### src/rtl/bitwise_operand_assembler.sv
// bitwise_operand_assembler
//
// Collects a narrow W-bit beat stream into two N-bit operands (A first, then
// B) and presents the completed pair on registered a/b outputs for a
// downstream combinational BitWise unit (OR/AND/XOR).
//
// Handshakes (both sides): a transfer happens on a rising clk edge where
// valid && ready are both high. in_ready and out_valid are decoded from the
// state register alone, so neither has a combinational path from any input.
//
// Ports:
//   clk        rising-edge clock
//   rst        synchronous active-high reset (clears state, counter, a, b)
//   flush      synchronous abort of a partially loaded pair (a/b kept)
//   in_data    W-bit operand beat, little-endian by beat within an operand
//   in_valid   in_data valid
//   in_ready   block accepts a beat this cycle (LOAD_A or LOAD_B)
//   a, b       assembled operands, registered
//   out_valid  a/b hold a complete pair (HOLD)
//   out_ready  consumer accepts the pair
//
// The FSM state is held in state_q (type state_t) for checker binding.

module bitwise_operand_assembler #(
  parameter int N = 8,
  parameter int W = 4
) (
  input  logic         clk,
  input  logic         rst,
  input  logic         flush,
  input  logic [W-1:0] in_data,
  input  logic         in_valid,
  output logic         in_ready,
  output logic [N-1:0] a,
  output logic [N-1:0] b,
  output logic         out_valid,
  input  logic         out_ready
);

  localparam int K  = N / W;
  localparam int CW = (K > 1) ? $clog2(K) : 1;

  generate
    if (N < 1 || W < 1 || (N % W) != 0) begin : g_bad_params
      $error("bitwise_operand_assembler: N must be >= 1 and a multiple of W");
    end
  endgenerate

  typedef enum logic [1:0] {
    LOAD_A = 2'd0,
    LOAD_B = 2'd1,
    HOLD   = 2'd2
  } state_t;

  state_t        state_q, state_d;
  logic [CW-1:0] cnt_q, cnt_d;
  logic [N-1:0]  a_q, a_d;
  logic [N-1:0]  b_q, b_d;

  logic          beat_accept;
  logic          last_beat;

  assign in_ready    = (state_q == LOAD_A) || (state_q == LOAD_B);
  assign out_valid   = (state_q == HOLD);
  assign beat_accept = in_valid && in_ready;
  assign last_beat   = (cnt_q == CW'(K - 1));

  assign a = a_q;
  assign b = b_q;

  always_comb begin
    state_d = state_q;
    cnt_d   = cnt_q;
    a_d     = a_q;
    b_d     = b_q;

    case (state_q)
      LOAD_A: begin
        if (beat_accept) begin
          a_d[int'(cnt_q)*W +: W] = in_data;
          if (last_beat) begin
            cnt_d   = '0;
            state_d = LOAD_B;
          end else begin
            cnt_d = cnt_q + 1'b1;
          end
        end
      end
      LOAD_B: begin
        if (beat_accept) begin
          b_d[int'(cnt_q)*W +: W] = in_data;
          if (last_beat) begin
            cnt_d   = '0;
            state_d = HOLD;
          end else begin
            cnt_d = cnt_q + 1'b1;
          end
        end
      end
      HOLD: begin
        // a/b are deliberately left intact after the handshake.
        if (out_ready) begin
          state_d = LOAD_A;
        end
      end
      default: begin
        state_d = LOAD_A;
        cnt_d   = '0;
      end
    endcase

    // flush overrides the state/counter update but not the data write, so a
    // beat arriving alongside flush still lands at its current index.
    if (flush) begin
      state_d = LOAD_A;
      cnt_d   = '0;
    end
  end

  always_ff @(posedge clk) begin
    if (rst) begin
      state_q <= LOAD_A;
      cnt_q   <= '0;
      a_q     <= '0;
      b_q     <= '0;
    end else begin
      state_q <= state_d;
      cnt_q   <= cnt_d;
      a_q     <= a_d;
      b_q     <= b_d;
    end
  end

endmodule

### config.mk
export PLATFORM = sky130hd
export DESIGN_NAME = bitwise_operand_assembler
export DESIGN_NICKNAME = d
export VERILOG_FILES = /design/src/rtl/bitwise_operand_assembler.sv
export SDC_FILE = /design/constraint.sdc
export NUM_CORES = 1
export LEC_CHECK = 0
export ABC_AREA = 1
export BUFFER_PORTS_ARGS = -buffer_cell sky130_fd_sc_hd__buf_4
export CAP_MARGIN = 30
export CORE_UTILIZATION = 40
export DETAILED_ROUTE_END_ITERATION = 16
export HOLD_SLACK_MARGIN = 0.12
export PLACE_DENSITY = 0.72
export SYNTH_ARGS = -nofsm -noshare
export SYNTH_HDL_FRONTEND = slang
export SYNTH_SLANG_ARGS = --single-unit
### constraint.sdc
create_clock -name clk -period 1.7 [get_ports clk]
set_input_delay 0.17 -clock clk [delete_from_list [all_inputs] [get_ports clk]]
set_output_delay 0.17 -clock clk [all_outputs]
set_load 0.03 [all_outputs]
# == Word-level counts from Yosys, hierarchy flattened ==
# Index checks and enable logic that the tools add are counted.
# classes
addsub,2
multipliers,0
n_div,0
order_cmp,0
eq_ne,8
shift,2
muxes,11
n_bitwise,1
reduce_logical,9
# ops
cell,n
$neg A3 Y33,1
$shift A4 B33 Y8 const A,1
$shiftx A4 B33 Y8,1
$bwmux W8,2
$mux W2,5
$ne A2 B2 Y1 const B,4
$pmux W2 S3,1
$reduce_and A2 Y1,3
$reduce_and A5 Y1,1
$ne A2 B1 Y1 const B,2
$reduce_or A2 Y1,2
$eq A2 B1 Y1 const B,1
$eq A2 B2 Y1 const B,1
$logic_not A2 Y1,1
$mux W1,2
$pmux W1 S2,1
$add A1 B1 Y1 const B,1
$logic_and A1 B1 Y1,1
$logic_or A1 B1 Y1,1
$not A1 Y1,1
# totals
regBits,19
latch_bits,0
mem_bits_rw,0
romBits,0
output_inout_bits,18
wordCells,37
n_memories,0

# == Depth between registers and ports, before layout ==
# Gate-level depths: netlist (run 1).
# logic_depth
word_depth,5
depth_mapped,6
depth_no_buf,5

# == Least setup slack after synthesis (run 1) ==
# OpenSTA, ideal clock, no wires.
# synth_path
kind,register to register
startpoint,register state_q[1]
endpoint,register state_q[1]
setup_time_ps,70
arrival_time_ps,1291
path_slack_ps,340
stages_incl_launch_ff,5
path_buffers,0
path_cell_list,dfxtp_1 -> inv_2 -> nor2_1 -> nand2_1 -> a21oi_1
# synth_between
elab_chain_len,5
word_cells_on_any_way,12
classes_between,eq/ne: 7; mux: 1; reduce/logical: 4
# synth_lines
item,line,text
from (decl),55,"state_t state_q, state_d;"
from (signal assigned),127,state_q <= state_d;
$eq A2 B1 Y1 or $logic_not A2 Y1 (tied branches),63,assign in_ready = (state_q == LOAD_A) || (state_q == LOAD_B);
$logic_or A1 B1 Y1 *,63,
via in_ready,33,"output logic in_ready,"
$logic_and A1 B1 Y1 *,65,assign beat_accept = in_valid && in_ready;
$ne A2 B2 Y1 (no source line),n/a,
$reduce_and A5 Y1 (no source line) *,n/a,
# The timed path passes the listed nets; every way through them passes the cells marked *.
# A chain may end at the register's enable or synchronous reset.

# == Worst setup path in the final report (run 1) ==
# layout_path
startpoint,register state_q[1]
endpoint,output port out_valid
# layout_between
elab_chain_len,1
# layout_lines
item,line,text
$eq A2 B2 Y1,64,assign out_valid = (state_q == HOLD);
to (decl),36,"output logic out_valid,"
# Every way passes these cells.

==> results of run 1 <==
-- per-layer routing --
metal	track usage, %	vias up
li1	-	403
met1	23.2	347
met2	32.8	23
met3	3.92	2
met4	8.82	0
met5	0	-
-- final timing paths --
| kind | end | slack, ns | startpoint |
|---|---|---|---|
| setup / recovery | out_valid | 0.30 | state_q[1] |
| hold / removal | a[2] | 0.14 | in_data[2] |
| setup reg to reg | b[5] | 0.57 | state_q[0] |
| hold reg to reg | b[1] | 0.49 | b[1] |
-- cells in the mapped netlist --
master | instances | area share [%]
nor2_2 | 2 | 1.6
or2_2 | 1 | 0.79
nand2_1 | 18 | 8.5
dfxtp_1 | 19 | 48
a21oi_1 | 7 | 4.4
nand3_1 | 2 | 1.3
nand2_2 | 2 | 1.6
nor2_4 | 2 | 2.8
o21ai_1 | 8 | 5.1
buf_2 | 1 | 0.63
nor2_1 | 29 | 14
clkbuf_1 | 1 | 0.47
nand4_1 | 4 | 3.2
inv_1 | 11 | 5.2
nand3_2 | 1 | 1.3
inv_2 | 3 | 1.4
-- final cells by class --
| type | instances | area, sq um | share of cell area (%) |
|---|---|---|---|
| flip-flops and latches | 19 | 380 | 36.4 |
| multi-input cells | 76 | 350 | 33.5 |
| repair buffers | 27 | 205 | 19.6 |
| inverters | 14 | 52.6 | 5.02 |
| well taps | 25 | 31.3 | 2.99 |
| clock buffers | 4 | 26.3 | 2.51 |
-- power breakdown --
group / switching [mW] / internal, mW / total, mW
Clock: 0.140 / 0.0914 / 0.232
Sequential: 0.00805 / 0.459 / 0.467
Combinational: 0.0734 / 0.0466 / 0.120
-- layout by cell type (no fill, tap or decap), drive strengths merged --
master and count:
o21ai 8, buf 26, clkbuf 4, nand3 3, nand4 4, nor2 33
nand2 20, inv 14, a21oi 7, or2 1, dfxtp 19, dlygate4sd3 1
-- flip-flops by register name (all words and copies together), names as in the netlist --
name,flops
state_q,2
b,8
cnt_q,1
a,8
-- worst reg2reg max path: cells and delay by family (launching register included) --
family	cells	cell delay [ns]
buf+inv	1	0.09
flops	1	0.48
simple gates	3	0.32
compound gates	1	0.14
-- metrics by stage --
stage	utilization, %	total power [mW]	setup WS, ns	area (sq um)	instances
2_1_floorplan	-	0.548	0.340	792	111
3_3_place_gp	56.6	0.592	0.635	1010	160
3_5_place_dp	56.6	0.595	0.602	1010	160
4_1_cts	58.7	0.820	0.299	1050	165
5_1_grt	58.7	0.861	0.236	1050	165
6_report	58.7	0.819	0.299	1050	165
-- logic make-up after synthesis --
logic type      count (synthesis)  synth area share, %
compound gates                 15                 9.48
buf+inv                        16                 7.74
flops                          19                 48.0
simple gates                   61                 34.8
==> results.py, run 1 <==
metrics = {
    "yosys": {
        "syn-mean-instance-area_sq_um": 7.14,
        "yosys_warnings": 0,
        "yosysSeqAreaShare_pct": 48.0,
        "synth.cell_area_sq_um": 792,
        "ys_seq_elements": 19,
        "syn-num-nets": 120,
        "ys_types": 16,
        "syn_inst": 111,
    },
    "placement": {
        "io_buffers": 26,
        "gp_congestion": 0.791,
        "dp_hpwl_mm": 1.35,
    },
    "grt": {
        "grt_pass1_wl_mm": 2.93,
        "grt_max_degree": 17,
        "grt-ovfl-total": 0,
        "grt_pass1_vias": 696,
        "antenna_found_initial": 0,
        "grtUsageTotal_pct": 19.4,
    },
    "timing": {
        "finalSetupTns_ns": 0,
        "period_share_pct": 82.4,
        "fmax_ghz": 0.714,
        "finalHoldViolCount": 0,
        "finalSetupViolations": 0,
        "worst_pin_slew_ns": 0.429,
        "rsz0062_at_grt": "false",
        "finalMaxSlewViolations": 0,
        "period_minus_slack_ns": 1.40,
        "slew_headroom_pct": 71.4,
        "holdWs_ns": 0.138,
        "skew_ns": 0.00110,
    },
    "finish": {
        "syn2layout_area_growth_pct": 32.1,
        "drive_gt1_share_pct": 28.6,
        "nets": 150,
        "fill_cells": 189,
        "diodes": 0,
    },
    "critical_path": {
        "path_buf_inv": 2,
        "path_cells": "inv_2 > nor2_1 > buf_4",
        "cp_data_required_time_ns": 1.53,
        "critical_path.max_stage_delay_ns": 0.51,
        "crit_path_start_kind": "register",
        "worstSetupPathType": "register to primary output",
        "crit_cells": 3,
        "path_max_fanout": 5,
        "cpLargestDelayFamily": "flip-flops",
        "worst_r2r_path_depth": 5,
        "crit_path_end_kind": "primary output",
        "crit_path_top_delay_cell": "dfxtp_1",
        "arrival_ns": 1.23,
    },
    "clock_tree": {
        "cts_max_level": 1,
        "cts.sinks": 19,
        "hold_buffers": 1,
        "clk_pin_slew_worst_paths_ns": 0.11,
        "cts_buffers": 3,
        "cts-resized-gates": 0,
        "cts_setup_buffers": 0,
        "clock_path_buffers": 2,
        "cts_tree": "done",
        "cts-root-buf": "clkbuf_4",
        "clk_latency_ns": 0.30,
    },
    "floorplan": {
        "pin_count": 27,
        "die_height_um": 46.5,
        "rows": 15,
        "dieWidth_um": 46.5,
        "design.core.area_sq_um": 1780,
        "die_area_sq_um": 2160,
        "initial_core_util_pct": 44.4,
    },
    "route": {
        "avgRoutedWirePerCell_um": 11.0,
        "topRoutingLayerUsed": "met4",
        "first_pass_iters": 4,
        "route.met3.wl_um": 99,
        "drc": 0,
        "ant_nets": 0,
        "post_drt_via_cell_ratio": 4.70,
        "wl_met1_um": 827,
        "drtIter0Drc": 14,
        "wl_met2_um": 866,
        "vias": 775,
        "wl_mm": 1.81,
    },
    "run_status": {
        "status": "finished clean",
    },
    "power_and_ir_drop": {
        "peakVddDrop_mv": 0.520,
        "leakagePower_nw": 0.500,
        "p_per_area_nw_per_um2": 783,
    },
    "hold_path": {
        "min_path_cells": 3,
        "hp-class": "primary input to register",
    },
    "job": {
        "cap_violations": 0,
    },
}
(Power assumes the default switching activity.)
==> inputs of run 2 (changes only) <==
- PLACE_DENSITY: 0.72 -> 0.75
- clock period: 1.7 -> 1.2 ns (I/O delays scaled with it)
==> results.py, run 2 (synthesized netlist as in run 1, its figures left out) <==
metrics = {
    "power_and_ir_drop": {
        "p_per_area_nw_per_um2": 1040,
        "design_power_total_mw": 1.16,
        "leakagePower_nw": 0.529,
        "peakVddDrop_mv": 0.643,
    },
    "route": {
        "drtIter0Drc": 20,
        "drc": 0,
        "vias": 783,
        "first_pass_iters": 4,
        "post_drt_via_cell_ratio": 4.58,
        "ant_nets": 0,
        "avgRoutedWirePerCell_um": 10.1,
        "wl_mm": 1.73,
    },
    "placement": {
        "post-place-ws_ns": 0.131,
        "gp_congestion": 0.824,
        "dp_hpwl_mm": 1.27,
        "placed_area_sq_um": 1010,
        "io_buffers": 26,
    },
    "hold_path": {
        "min_path_cells": 4,
        "hp-class": "primary input to register",
        "min_from": "in_valid",
        "min_to": "cnt_q",
    },
    "finish": {
        "utilization_pct": 62.5,
        "stdcell_area_sq_um": 1110,
        "nets": 156,
        "final_common_cell": "nor2_1",
        "syn2layout_area_growth_pct": 40.8,
        "drive_gt1_share_pct": 30.1,
        "mostFrequentLayoutCells": "nor2_1, buf_4, nand2_1",
        "diodes": 0,
    },
    "floorplan": {
        "design.core.area_sq_um": 1780,
        "initial_core_util_pct": 44.4,
        "pin_count": 27,
        "die_height_um": 46.5,
        "die_area_sq_um": 2160,
        "dieWidth_um": 46.5,
        "rows": 15,
    },
    "timing": {
        "period_minus_slack_ns": 1.14,
        "finalMaxSlewViolations": 0,
        "finalSetupTns_ns": 0,
        "layout_setup_ws_ns": 0.0610,
        "period_share_pct": 94.9,
        "slew_headroom_pct": 73.3,
        "worst_pin_slew_ns": 0.400,
        "rsz0062_at_grt": "false",
        "finalHoldViolCount": 0,
        "finalSetupViolations": 0,
        "skew_ns": 0.00253,
        "fmax_ghz": 0.878,
    },
    "grt": {
        "grtUsageTotal_pct": 18.1,
        "antenna_found_initial": 0,
        "grt_pass1_wl_mm": 2.75,
        "grt_max_degree": 17,
        "grt_pass1_vias": 639,
        "grt-ovfl-total": 0,
    },
    "run_status": {
        "status": "finished clean",
    },
    "critical_path": {
        "worstSetupPathType": "register to primary output",
        "path_max_fanout": 5,
        "reg2reg_setup_slack_ns": 0.15,
        "crit_path_end_kind": "primary output",
        "worst_r2r_path_depth": 5,
        "cp_data_required_time_ns": 1.08,
        "regToRegEndpoint": "b[1]",
        "rr_startpoint": "cnt_q",
        "crit_path_start_kind": "register",
        "arrival_ns": 1.02,
    },
    "clock_tree": {
        "cts-root-buf": "clkbuf_4",
        "clk_latency_ns": 0.29,
        "cts_tree": "done",
        "cts_setup_buffers": 0,
        "clk_pin_slew_worst_paths_ns": 0.11,
        "cts_max_level": 1,
        "cts.sinks": 19,
        "cts_buffers": 3,
        "clock_path_buffers": 2,
    },
    "job": {
        "cap_violations": 0,
    },
}
## run 2: power breakdown
group | internal (mW) | total [mW] | switching, mW
registers | 0.647 | 0.658 | 0.0107
logic | 0.0787 | 0.185 | 0.106
clock network | 0.124 | 0.318 | 0.194
## run 2: what timing repair did
action,CTS,global route
hold buffers,7,0
endpoints found under the hold margin,15,0
gates resized for setup,1,2
endpoints found under the setup margin,1,3
## run 2: through the flow
step,hold slack [ns],cells
6_report,0.176,171
5_1_grt,0.192,171
4_1_cts,0.174,171
3_5_place_dp,0.400,160
3_3_place_gp,0.389,160
2_1_floorplan,0.255,111
## run 2: per-layer routing
metal  track usage, %  vias to the layer above  wire length [um]
met2             29.2                       20               851
met5                0                        -                 0
met3             2.35                        2                90
met4             7.06                        0                12
met1             24.1                      344               771
li1                 -                      417                 -
## run 2: worst max path at each step
stage	from	endpoint	slack, ns	cells after the start
after floorplan	state_q[1]	state_q[1]	0.005	4
after global placement	state_q[0]	b[7]	0.16	5
after detailed placement	state_q[0]	b[7]	0.13	5
after CTS	state_q[1]	out_valid	0.02	3
after global routing	state_q[1]	out_valid	0.005	3
final	state_q[1]	out_valid	0.06	3
## run 2: cell type report
class	count	area (sq um)
clock inverters	1	5.00
well taps	25	31.3
inverters	14	52.6
multi-input cells	76	353
repair buffers	33	265
flip-flops and latches	19	385
fillers	160	668
clock buffers	3	22.5
## run 2: critical path, cell delays in order, from the launching register on
cell and delay, ns:
dfxtp_4 0.41, inv_2 0.07, nor2_2 0.09, buf_4 0.17
==> inputs of run 3 (changes only) <==
- RECOVER_POWER: default -> 50
==> results.py, run 3 (synthesized netlist as in run 1, its figures left out) <==
metrics = {
    "grt": {
        "grt_max_degree": 17,
        "grt_pass1_wl_mm": 2.75,
        "antenna_found_initial": 0,
        "grt-ovfl-total": 0,
        "grtUsageTotal_pct": 18.1,
        "grt_pass1_vias": 639,
    },
    "route": {
        "avgRoutedWirePerCell_um": 10.1,
        "wl_mm": 1.73,
        "drc": 0,
        "first_pass_iters": 4,
        "ant_nets": 0,
        "post_drt_via_cell_ratio": 4.60,
        "drtIter0Drc": 22,
        "vias": 786,
    },
    "hold_path": {
        "min_path_cells": 4,
        "min_from": "in_valid",
        "min_to": "cnt_q",
        "hp-class": "primary input to register",
    },
    "critical_path": {
        "regToRegEndpoint": "b[1]",
        "rr_startpoint": "cnt_q",
        "path_max_fanout": 5,
        "cp_data_required_time_ns": 1.08,
        "arrival_ns": 1.02,
        "crit_path_start_kind": "register",
        "crit_path_end_kind": "primary output",
        "reg2reg_setup_slack_ns": 0.16,
        "worstSetupPathType": "register to primary output",
        "worst_r2r_path_depth": 5,
    },
    "floorplan": {
        "die_area_sq_um": 2160,
        "pin_count": 27,
        "initial_core_util_pct": 44.4,
        "rows": 15,
        "die_height_um": 46.5,
        "dieWidth_um": 46.5,
        "design.core.area_sq_um": 1780,
    },
    "clock_tree": {
        "clk_latency_ns": 0.29,
        "cts-root-buf": "clkbuf_4",
        "clk_pin_slew_worst_paths_ns": 0.11,
        "cts_buffers": 3,
        "cts_setup_buffers": 0,
        "cts_tree": "done",
        "cts.sinks": 19,
        "cts_max_level": 1,
        "clock_path_buffers": 2,
    },
    "power_and_ir_drop": {
        "peakVddDrop_mv": 0.647,
        "p_per_area_nw_per_um2": 1090,
        "leakagePower_nw": 0.472,
    },
    "timing": {
        "finalSetupViolations": 0,
        "period_minus_slack_ns": 1.14,
        "finalSetupTns_ns": 0,
        "layout_setup_ws_ns": 0.0578,
        "rsz0062_at_grt": "false",
        "worst_pin_slew_ns": 0.402,
        "finalHoldViolCount": 0,
        "finalMaxSlewViolations": 0,
        "period_share_pct": 95.2,
        "skew_ns": 0.00255,
        "fmax_ghz": 0.876,
        "holdWs_ns": 0.172,
        "slew_headroom_pct": 73.2,
    },
    "placement": {
        "post-place-ws_ns": 0.131,
        "dp_cells": 160,
        "dp_hpwl_mm": 1.27,
        "gp_congestion": 0.824,
        "io_buffers": 26,
    },
    "finish": {
        "mostFrequentLayoutCells": "nor2_1, nand2_1, dfxtp_1",
        "final_common_cell": "nor2_1",
        "diodes": 0,
        "stdcell_count": 171,
        "drive_gt1_share_pct": 21.2,
        "nets": 156,
        "syn2layout_area_growth_pct": 33.6,
    },
    "job": {
        "cap_violations": 0,
    },
    "run_status": {
        "status": "finished clean",
    },
}
[run 3: changes by cell type in the layout (fill, tap and decap cells not counted), sizes merged]
cell    change
clkbuf     +17
buf        -17
[run 3: how the worst max path moves through the flow]
stage | startpoint | endpoint | slack (ns) | depth (start not counted)
floorplan | state_q[1] | state_q[1] | 0.005 | 4
global placement | state_q[0] | b[7] | 0.16 | 5
detailed placement | state_q[0] | b[7] | 0.13 | 5
CTS | state_q[1] | out_valid | 0.02 | 3
global route | state_q[1] | out_valid | 0.005 | 3
finish | state_q[1] | out_valid | 0.06 | 3
[run 3: layout make-up]
class	count	area [sq um]
Multi-Input combinational cell	76	353
Clock buffer	3	22.5
Clock inverter	1	5.00
Sequential cell	19	385
Fill cell	175	724
Tap cell	25	31.3
Timing Repair Buffer	33	209
Inverter	14	52.6
[run 3: timing repair]
action                                  4_1_cts  5_1_grt
hold endpoints to repair                     15        0
hold buffers                                  7        0
resized for setup                             1        2
endpoints found under the setup margin        1        3
[run 3: per-layer routing]
metal / GRT usage (%) / vias to the layer above / routed length, um
met5: 0 / - / 0
met4: 7.06 / 0 / 12
met3: 2.35 / 2 / 75
met2: 29.2 / 21 / 820
met1: 24.1 / 344 / 817
li1: - / 419 / -
[run 3: metrics by stage]
| stage | util, % | cell area (sq um) | power, mW |
|---|---|---|---|
| detailed placement | 56.8 | 1010 | 0.842 |
| floorplan | - | 795 | 0.776 |
| global placement | 56.8 | 1010 | 0.839 |
| finish | 59.4 | 1060 | 1.15 |
| CTS | 62.3 | 1110 | 1.17 |
| global route | 59.4 | 1060 | 1.20 |
[run 3: power by group]
group / total [mW] / switching [mW] / internal, mW
combinational: 0.171 / 0.106 / 0.0655
clock: 0.322 / 0.198 / 0.124
sequential: 0.658 / 0.0103 / 0.647
total: 1.15 / 0.314 / 0.837
[run 3: worst max-delay path, cell delays in order (launching register included)]
cell,delay [ns]
dfxtp_4,0.41
inv_2,0.07
nor2_2,0.09
buf_4,0.17
